## src/rtl/multi_channel_arbitration_unit.sv

```systemverilog
`default_nettype none
// ============================================================================
// Module   : multi_channel_arbitration_unit
// Brief    : Arbitrates local channels onto a tagged master link and demuxes
//            tagged inbound words back to the channels, via two FWFT FIFOs.
// Revision : 1.0 - initial release
// ============================================================================
module multi_channel_arbitration_unit #(
   parameter int NUM_CHANNELS = 2,
   parameter int MSG_WIDTH    = 14,
   parameter int HEADER_WIDTH = 4,
   parameter int FIFO_DEPTH   = 16,
   parameter int ROUND_ROBIN  = 1,
   localparam int CH_W             = (NUM_CHANNELS > 1) ? $clog2(NUM_CHANNELS) : 1,
   localparam int FINAL_FIFO_WIDTH = HEADER_WIDTH + CH_W + MSG_WIDTH
) (
   input  logic                                 clk,
   input  logic                                 reset,
   input  logic [NUM_CHANNELS*MSG_WIDTH-1:0]    local_out_data,
   input  logic [NUM_CHANNELS-1:0]              local_out_valid,
   output logic [NUM_CHANNELS-1:0]              local_out_ready,
   output logic [NUM_CHANNELS*MSG_WIDTH-1:0]    local_in_data,
   output logic [NUM_CHANNELS-1:0]              local_in_valid,
   input  logic [NUM_CHANNELS-1:0]              local_in_ready,
   input  logic [NUM_CHANNELS*HEADER_WIDTH-1:0] receiver_id,
   output logic [FINAL_FIFO_WIDTH-1:0]          master_fifo_out_data,
   output logic                                 master_fifo_out_valid,
   input  logic                                 master_fifo_out_ready,
   input  logic [FINAL_FIFO_WIDTH-1:0]          master_fifo_in_data,
   input  logic                                 master_fifo_in_valid,
   output logic                                 master_fifo_in_ready,
   output logic                                 has_flying_messages,
   output logic [15:0]                          drop_count
);

   localparam int ADDR_W = $clog2(FIFO_DEPTH);
   localparam int CNT_W  = ADDR_W + 1;

   // ---------------------------------------------------------------- outbound
   logic [FINAL_FIFO_WIDTH-1:0] r_out_mem [FIFO_DEPTH];
   logic [ADDR_W-1:0]           r_out_wr_ptr;
   logic [ADDR_W-1:0]           r_out_rd_ptr;
   logic [CNT_W-1:0]            r_out_count;
   logic                        w_out_full;
   logic                        w_out_empty;
   logic                        w_out_wr;
   logic                        w_out_rd;
   logic [FINAL_FIFO_WIDTH-1:0] w_out_word;

   logic [CH_W-1:0]             r_rr_ptr;
   logic [CH_W-1:0]             w_grant_idx;
   logic                        w_grant_any;

   // Depth is a power of two, so the count MSB alone marks "full".
   assign w_out_full  = r_out_count[ADDR_W];
   assign w_out_empty = (r_out_count == '0);
   assign w_out_wr    = w_grant_any & ~w_out_full;
   assign w_out_rd    = master_fifo_out_ready & ~w_out_empty;

   always_comb begin : p_arb
      int idx;
      idx         = 0;
      w_grant_any = 1'b0;
      w_grant_idx = '0;
      if (ROUND_ROBIN != 0) begin
         for (int k = 0; k < NUM_CHANNELS; k++) begin
            idx = int'(r_rr_ptr) + k;
            if (idx >= NUM_CHANNELS) idx = idx - NUM_CHANNELS;
            if (!w_grant_any && local_out_valid[idx]) begin
               w_grant_any = 1'b1;
               w_grant_idx = CH_W'(idx);
            end
         end
      end else begin
         for (int k = NUM_CHANNELS - 1; k >= 0; k--) begin
            if (local_out_valid[k]) begin
               w_grant_any = 1'b1;
               w_grant_idx = CH_W'(k);
            end
         end
      end
   end

   always_comb begin
      local_out_ready = '0;
      if (w_out_wr) local_out_ready[w_grant_idx] = 1'b1;
   end

   assign w_out_word = {receiver_id[w_grant_idx*HEADER_WIDTH +: HEADER_WIDTH],
                        w_grant_idx,
                        local_out_data[w_grant_idx*MSG_WIDTH +: MSG_WIDTH]};

   always_ff @(posedge clk) begin
      if (w_out_wr) r_out_mem[r_out_wr_ptr] <= w_out_word;
   end

   always_ff @(posedge clk) begin
      if (reset) begin
         r_out_wr_ptr <= '0;
         r_out_rd_ptr <= '0;
         r_out_count  <= '0;
         r_rr_ptr     <= '0;
      end else begin
         if (w_out_wr) begin
            r_out_wr_ptr <= r_out_wr_ptr + ADDR_W'(1);
            r_rr_ptr     <= (int'(w_grant_idx) == NUM_CHANNELS - 1) ? '0
                                                                    : w_grant_idx + CH_W'(1);
         end
         if (w_out_rd) r_out_rd_ptr <= r_out_rd_ptr + ADDR_W'(1);
         case ({w_out_wr, w_out_rd})
            2'b10:   r_out_count <= r_out_count + CNT_W'(1);
            2'b01:   r_out_count <= r_out_count - CNT_W'(1);
            default: r_out_count <= r_out_count;
         endcase
      end
   end

   assign master_fifo_out_data  = r_out_mem[r_out_rd_ptr];
   assign master_fifo_out_valid = ~w_out_empty;

   // ----------------------------------------------------------------- inbound
   logic [FINAL_FIFO_WIDTH-1:0] r_in_mem [FIFO_DEPTH];
   logic [ADDR_W-1:0]           r_in_wr_ptr;
   logic [ADDR_W-1:0]           r_in_rd_ptr;
   logic [CNT_W-1:0]            r_in_count;
   logic                        w_in_full;
   logic                        w_in_empty;
   logic                        w_in_wr;
   logic                        w_in_rd;
   logic [FINAL_FIFO_WIDTH-1:0] w_in_head;
   logic [CH_W-1:0]             w_in_tag;
   logic                        w_in_tag_ok;
   logic                        w_in_drop;
   logic                        w_unused_hdr;
   logic [15:0]                 r_drop_count;

   assign w_in_full    = r_in_count[ADDR_W];
   assign w_in_empty   = (r_in_count == '0);
   assign w_in_wr      = master_fifo_in_valid & ~w_in_full;
   assign w_in_head    = r_in_mem[r_in_rd_ptr];
   assign w_in_tag     = w_in_head[MSG_WIDTH +: CH_W];
   assign w_in_tag_ok  = (int'(w_in_tag) < NUM_CHANNELS);
   // The receiver-id field is meaningless on the way in.
   assign w_unused_hdr = ^w_in_head[FINAL_FIFO_WIDTH-1 : CH_W+MSG_WIDTH];

   generate
      for (genvar i = 0; i < NUM_CHANNELS; i++) begin : g_in_slice
         assign local_in_valid[i] = ~w_in_empty & w_in_tag_ok & (w_in_tag == CH_W'(i));
         assign local_in_data[i*MSG_WIDTH +: MSG_WIDTH] = w_in_head[MSG_WIDTH-1:0];
      end
   endgenerate

   // Out-of-range tags are discarded without waiting on any channel.
   assign w_in_drop = ~w_in_empty & ~w_in_tag_ok;
   assign w_in_rd   = (|(local_in_valid & local_in_ready)) | w_in_drop;

   always_ff @(posedge clk) begin
      if (w_in_wr) r_in_mem[r_in_wr_ptr] <= master_fifo_in_data;
   end

   always_ff @(posedge clk) begin
      if (reset) begin
         r_in_wr_ptr  <= '0;
         r_in_rd_ptr  <= '0;
         r_in_count   <= '0;
         r_drop_count <= '0;
      end else begin
         if (w_in_wr) r_in_wr_ptr <= r_in_wr_ptr + ADDR_W'(1);
         if (w_in_rd) r_in_rd_ptr <= r_in_rd_ptr + ADDR_W'(1);
         case ({w_in_wr, w_in_rd})
            2'b10:   r_in_count <= r_in_count + CNT_W'(1);
            2'b01:   r_in_count <= r_in_count - CNT_W'(1);
            default: r_in_count <= r_in_count;
         endcase
         if (w_in_drop && (r_drop_count != 16'hFFFF))
            r_drop_count <= r_drop_count + 16'd1;
      end
   end

   assign master_fifo_in_ready = ~w_in_full;
   assign drop_count           = r_drop_count;
   assign has_flying_messages  = (|local_out_valid) | (|local_in_valid)
                               | ~w_out_empty | ~w_in_empty;

endmodule
`default_nettype wire
```

## config.mk

```make
export PLATFORM = sky130hd
export DESIGN_NAME = multi_channel_arbitration_unit
export DESIGN_NICKNAME = d
export VERILOG_FILES = /design/src/rtl/multi_channel_arbitration_unit.sv
export SDC_FILE = /design/constraint.sdc
export NUM_CORES = 1
export LEC_CHECK = 0
export BUFFER_PORTS_ARGS = -buffer_cell sky130_fd_sc_hd__buf_2
export CAP_MARGIN = 20
export CORE_MARGIN = 3
export CORE_UTILIZATION = 50
export DETAILED_ROUTE_END_ITERATION = 16
export GPL_ROUTABILITY_DRIVEN = 0
export PLACE_DENSITY = 0.67
export RECOVER_POWER = 25
export SETUP_SLACK_MARGIN = 0.5
export SLEW_MARGIN = 40
export SYNTH_ARGS = -nofsm -noshare
export SYNTH_HDL_FRONTEND = slang
export SYNTH_SLANG_ARGS = --single-unit
```

## constraint.sdc

```tcl
create_clock -name clk -period 3.75 [get_ports clk]
set_clock_uncertainty 0.1 [all_clocks]
set_input_delay 0 -clock clk [delete_from_list [all_inputs] [get_ports clk]]
set_output_delay 0 -clock clk [all_outputs]
set_load 0.01 [all_outputs]
```

==> flow_summary_export.csv <==
group,metric,value,unit
floorplanning,rows,77,
sta,setup_ws,479,ps
pwr,peakVddDrop,0.500,mV
worst_hold_path,hold_class,"input port to flip-flop",
sta,timing.final.crit_period,3270,ps
sta,worst_pin_slew,1240,ps
detailed_routing,drt_first_iter_violations,1006,
place,dp_slack,170,ps
sta,fmax,0.306,GHz
pwr,p_leak,8.65,nW
grt,grt_usage,19.9,%
floorplanning,die-area,48100,um2
pwr,p_int,0.0123,W
detailed_routing,wl_per_cell,24.0,um
grt,grt_pass1_wl,70300,um
pwr,switchingPower,0.00432,W
yosys,synth-seq-area-share,74.8,%
detailed_routing,drcViolationCount,0,
grt,grt_pass1_vias,11200,
yosys,ys_ff_latch,579,
clock_tree,clk-insertion-delay-late,610,ps
place,place_hpwl,26800,um
sta,maxSlewViolCount,0,
worst_setup_path,critical_path.top_delay_family,"compound AO/OA/AOI/OAI gates",
clock_tree,htreeDepth,2,
yosys,yosys-top-cells-area,"edfxtp_1 72%, mux4_2 17%, dfxtp_1 3.1%",
place,port_buffers,112,
yosys,synthArstFlopShare,0,%
sta,final.period_utilization,87.2,%
worst_setup_path,required,4160,ps
worst_setup_path,setup.worst_path.start_class,"flip-flop",
yosys,synth-edff-count,544,
grt,antenna_found_initial,2,
worst_setup_path,max_stage_delay,530,ps
grt,grt_max_degree,57,
worst_setup_path,slowest_stage,"mux4_2",
pwr,p_comb_share,21.7,%
floorplanning,initial_utilization,51.0,%
detailed_routing,viasPerCell,5.63,
clock_tree,numCtsBuffers,55,
worst_setup_path,path_max_fanout,8,
detailed_routing,first_pass_iters,8,
yosys,synth_top_area_share,71.7,%
pwr,powerDensity,628,nW/um2
layout,layout-drive-gt1-share,32.0,%
run_status,outcome,"complete, no violations",
worst_setup_path,path_common_cell,"a21oi_2",
layout,nets,1383,
pwr,clkPwrFrac,31.9,%
worst_setup_path,arrival,3680,ps
pwr,sw_frac_of_total,26.0,%
flow_run,drv_cap,0,
grt,grt-ovfl-total,0,
worst_setup_path,path_buf_inv,0,
floorplanning,die_w,219,um
yosys,yosys.area.top_type,"edfxtp_1",
yosys,ys.flop_type,"edfxtp_1",
clock_tree,cts_tree,"built",
clock_tree,clock_sinks,579,
yosys,syn_inst,1096,
yosys,yosys.cell_types.count,41,
clock_tree,max-clock-path-buffers,3,
clock_tree,path_clk_slew,60,ps
clock_tree,cts_root_buf,"clkbuf_16",
detailed_routing,wirelength,46600,um
worst_setup_path,worstSetupPathType,"flip-flop to flip-flop",
yosys,ys_warn_count,0,
worst_setup_path,cp-end-kind,"flip-flop",
floorplanning,io_pins,133,
floorplanning,die_y,219,um
sta,rsz0062_at_grt,"true",
layout,syn2layout_area_growth,16.3,%
yosys,syn-cell-area,22800,um2
yosys,syn_area_per_cell,20.8,um2
detailed_routing,ant_nets,0,
sta,hold_viol,0,
sta,finalSetupViolations,0,
detailed_routing,vias,10900,
sta,max_slew_margin,17.6,%
worst_setup_path,crit_chain,"mux4_2, a22oi_2, nand2_4, mux2i_4, ha_4, xor2_1, ha_2, a21oi_2, o21bai_1, a22oi_1, o221a_2, or3_4, a21oi_2",
floorplanning,fp.coreArea,44600,um2
sta,finalSetupTns,0,ps
pwr,power_frac_seq,46.4,%
==> worst paths after layout <==
path                                 to                   from  slack (ps)  cells after the start
max reg2reg  r_in_count[4]$_SDFFE_PP0P_              flip-flop         480                     13
min          r_out_mem[11][2]$_DFFE_PP_     local_out_data[16]          20                      3
min reg2reg       r_rr_ptr$_SDFFE_PP0P_  r_rr_ptr$_SDFFE_PP0P_         400                      2
max          r_in_count[4]$_SDFFE_PP0P_              flip-flop         480                     13
==> final cells by class <==
type	instances	area, um2
multi-input cells	433	5420
fillers	3188	18100
well taps	592	741
inverters	15	56.3
clock buffers	72	1460
flip-flops and latches	579	17100
repair buffers	218	1500
diodes	1	2.50
clock inverters	30	264
==> through the flow <==
stage	total power [W]	hold WS [ps]	utilization [%]	area, um2	instances
4_1_cts	0.0168	0.171	59.4	26500	1936
2_1_floorplan	0.0104	-1.13	-	22800	1111
3_5_place_dp	0.0114	204	54.3	24200	1782
5_1_grt	0.0174	44.8	59.4	26500	1939
6_report	0.0166	20.1	59.4	26500	1940
3_3_place_gp	0.0113	202	54.2	24200	1782
==> repair_timing <==
action | 4_1_cts | 5_1_grt
pin swaps | 2 | 8
buffers inserted | 4 | 3
hold buffers | 48 | 0
resized for setup | 3 | 7
endpoints found under the hold margin | 449 | 0
setup endpoints to repair | 2 | 3
==> cell usage after synthesis, drive strengths merged (3+ instances only) <==
library cell and count:
edfxtp 544, mux4 167, nand2 75, nor2 57, buf 56, dfxtp 35, clkbuf 28, ha 17
inv 15, a21oi 13, nor3 13, xor2 11, mux2i 10, nor2b 8, nand2b 6, o21ai 6
nand3 5, xnor2 5, mux2 4, and2 3, nand4 3
==> sequential cells by signal (all words and copies together) (netlist names), named ones only <==
register	cells
r_in_count	5
r_out_rd_ptr	4
r_in_wr_ptr	4
r_rr_ptr	1
r_in_mem	240
r_in_rd_ptr	4
r_out_wr_ptr	4
r_out_mem	304
r_out_count	5
==> worst min-delay path, cell delays in order <==
cell,delay [ps]
buf_2,80
nand2_1,40
nand2_1,360
==> layer usage <==
metal  GRT usage, %  up-vias  share of wire, %
met4           5.64        2               2.3
met5              0        -             0.028
met3           2.84       68               5.1
li1               -     4813                 -
met2           34.9      302                53
met1           26.1     5745                40
==> power groups by stage <==
stage          combinational, W  sequential (W)  clock [W]
2_1_floorplan           0.00263         0.00772          0
3_3_place_gp            0.00347         0.00784          0
3_5_place_dp            0.00352         0.00786          0
4_1_cts                 0.00364         0.00772    0.00543
5_1_grt                 0.00393         0.00776    0.00567
6_report                0.00360         0.00772    0.00531
==> placed cells by master, fill, tap and decap left out, types with 5 or more instances in the layout <==
master / n
edfxtp_1: 544
mux4_2: 167
buf_2: 94
nand2_1: 74
clkbuf_16: 56
dlygate4sd3_1: 48
buf_4: 48
nor2_1: 40
clkbuf_1: 38
dfxtp_1: 30
nor2_2: 17
conb_1: 16
inv_1: 14
ha_1: 14
clkinv_1: 14
a21oi_1: 11
xor2_1: 11
mux2i_1: 9
clkinv_2: 9
nor2b_1: 8
nand2b_1: 6
nor3_1: 5
o21ai_0: 5
nor3_2: 5
xnor2_1: 5
nand3_1: 5
==> cells by family (layout without fill, tap and decap cells) <==
logic type / Yosys count / count (layout) / share of synthesized area, %
DFF: 579 / 579 / 74.8
muxes: 181 / 181 / 17.2
and+or+nand+nor: 175 / 175 / 3.27
buffers and inverters: 99 / 335 / 2.26
AOI/OAI and AO/OA: 27 / 27 / 0.786
adders and majority gates: 18 / 18 / 1.02
xor gates and xnor gates: 16 / 16 / 0.615
other: 1 / 17 / 0.0165
(Power assumes the default switching activity.)
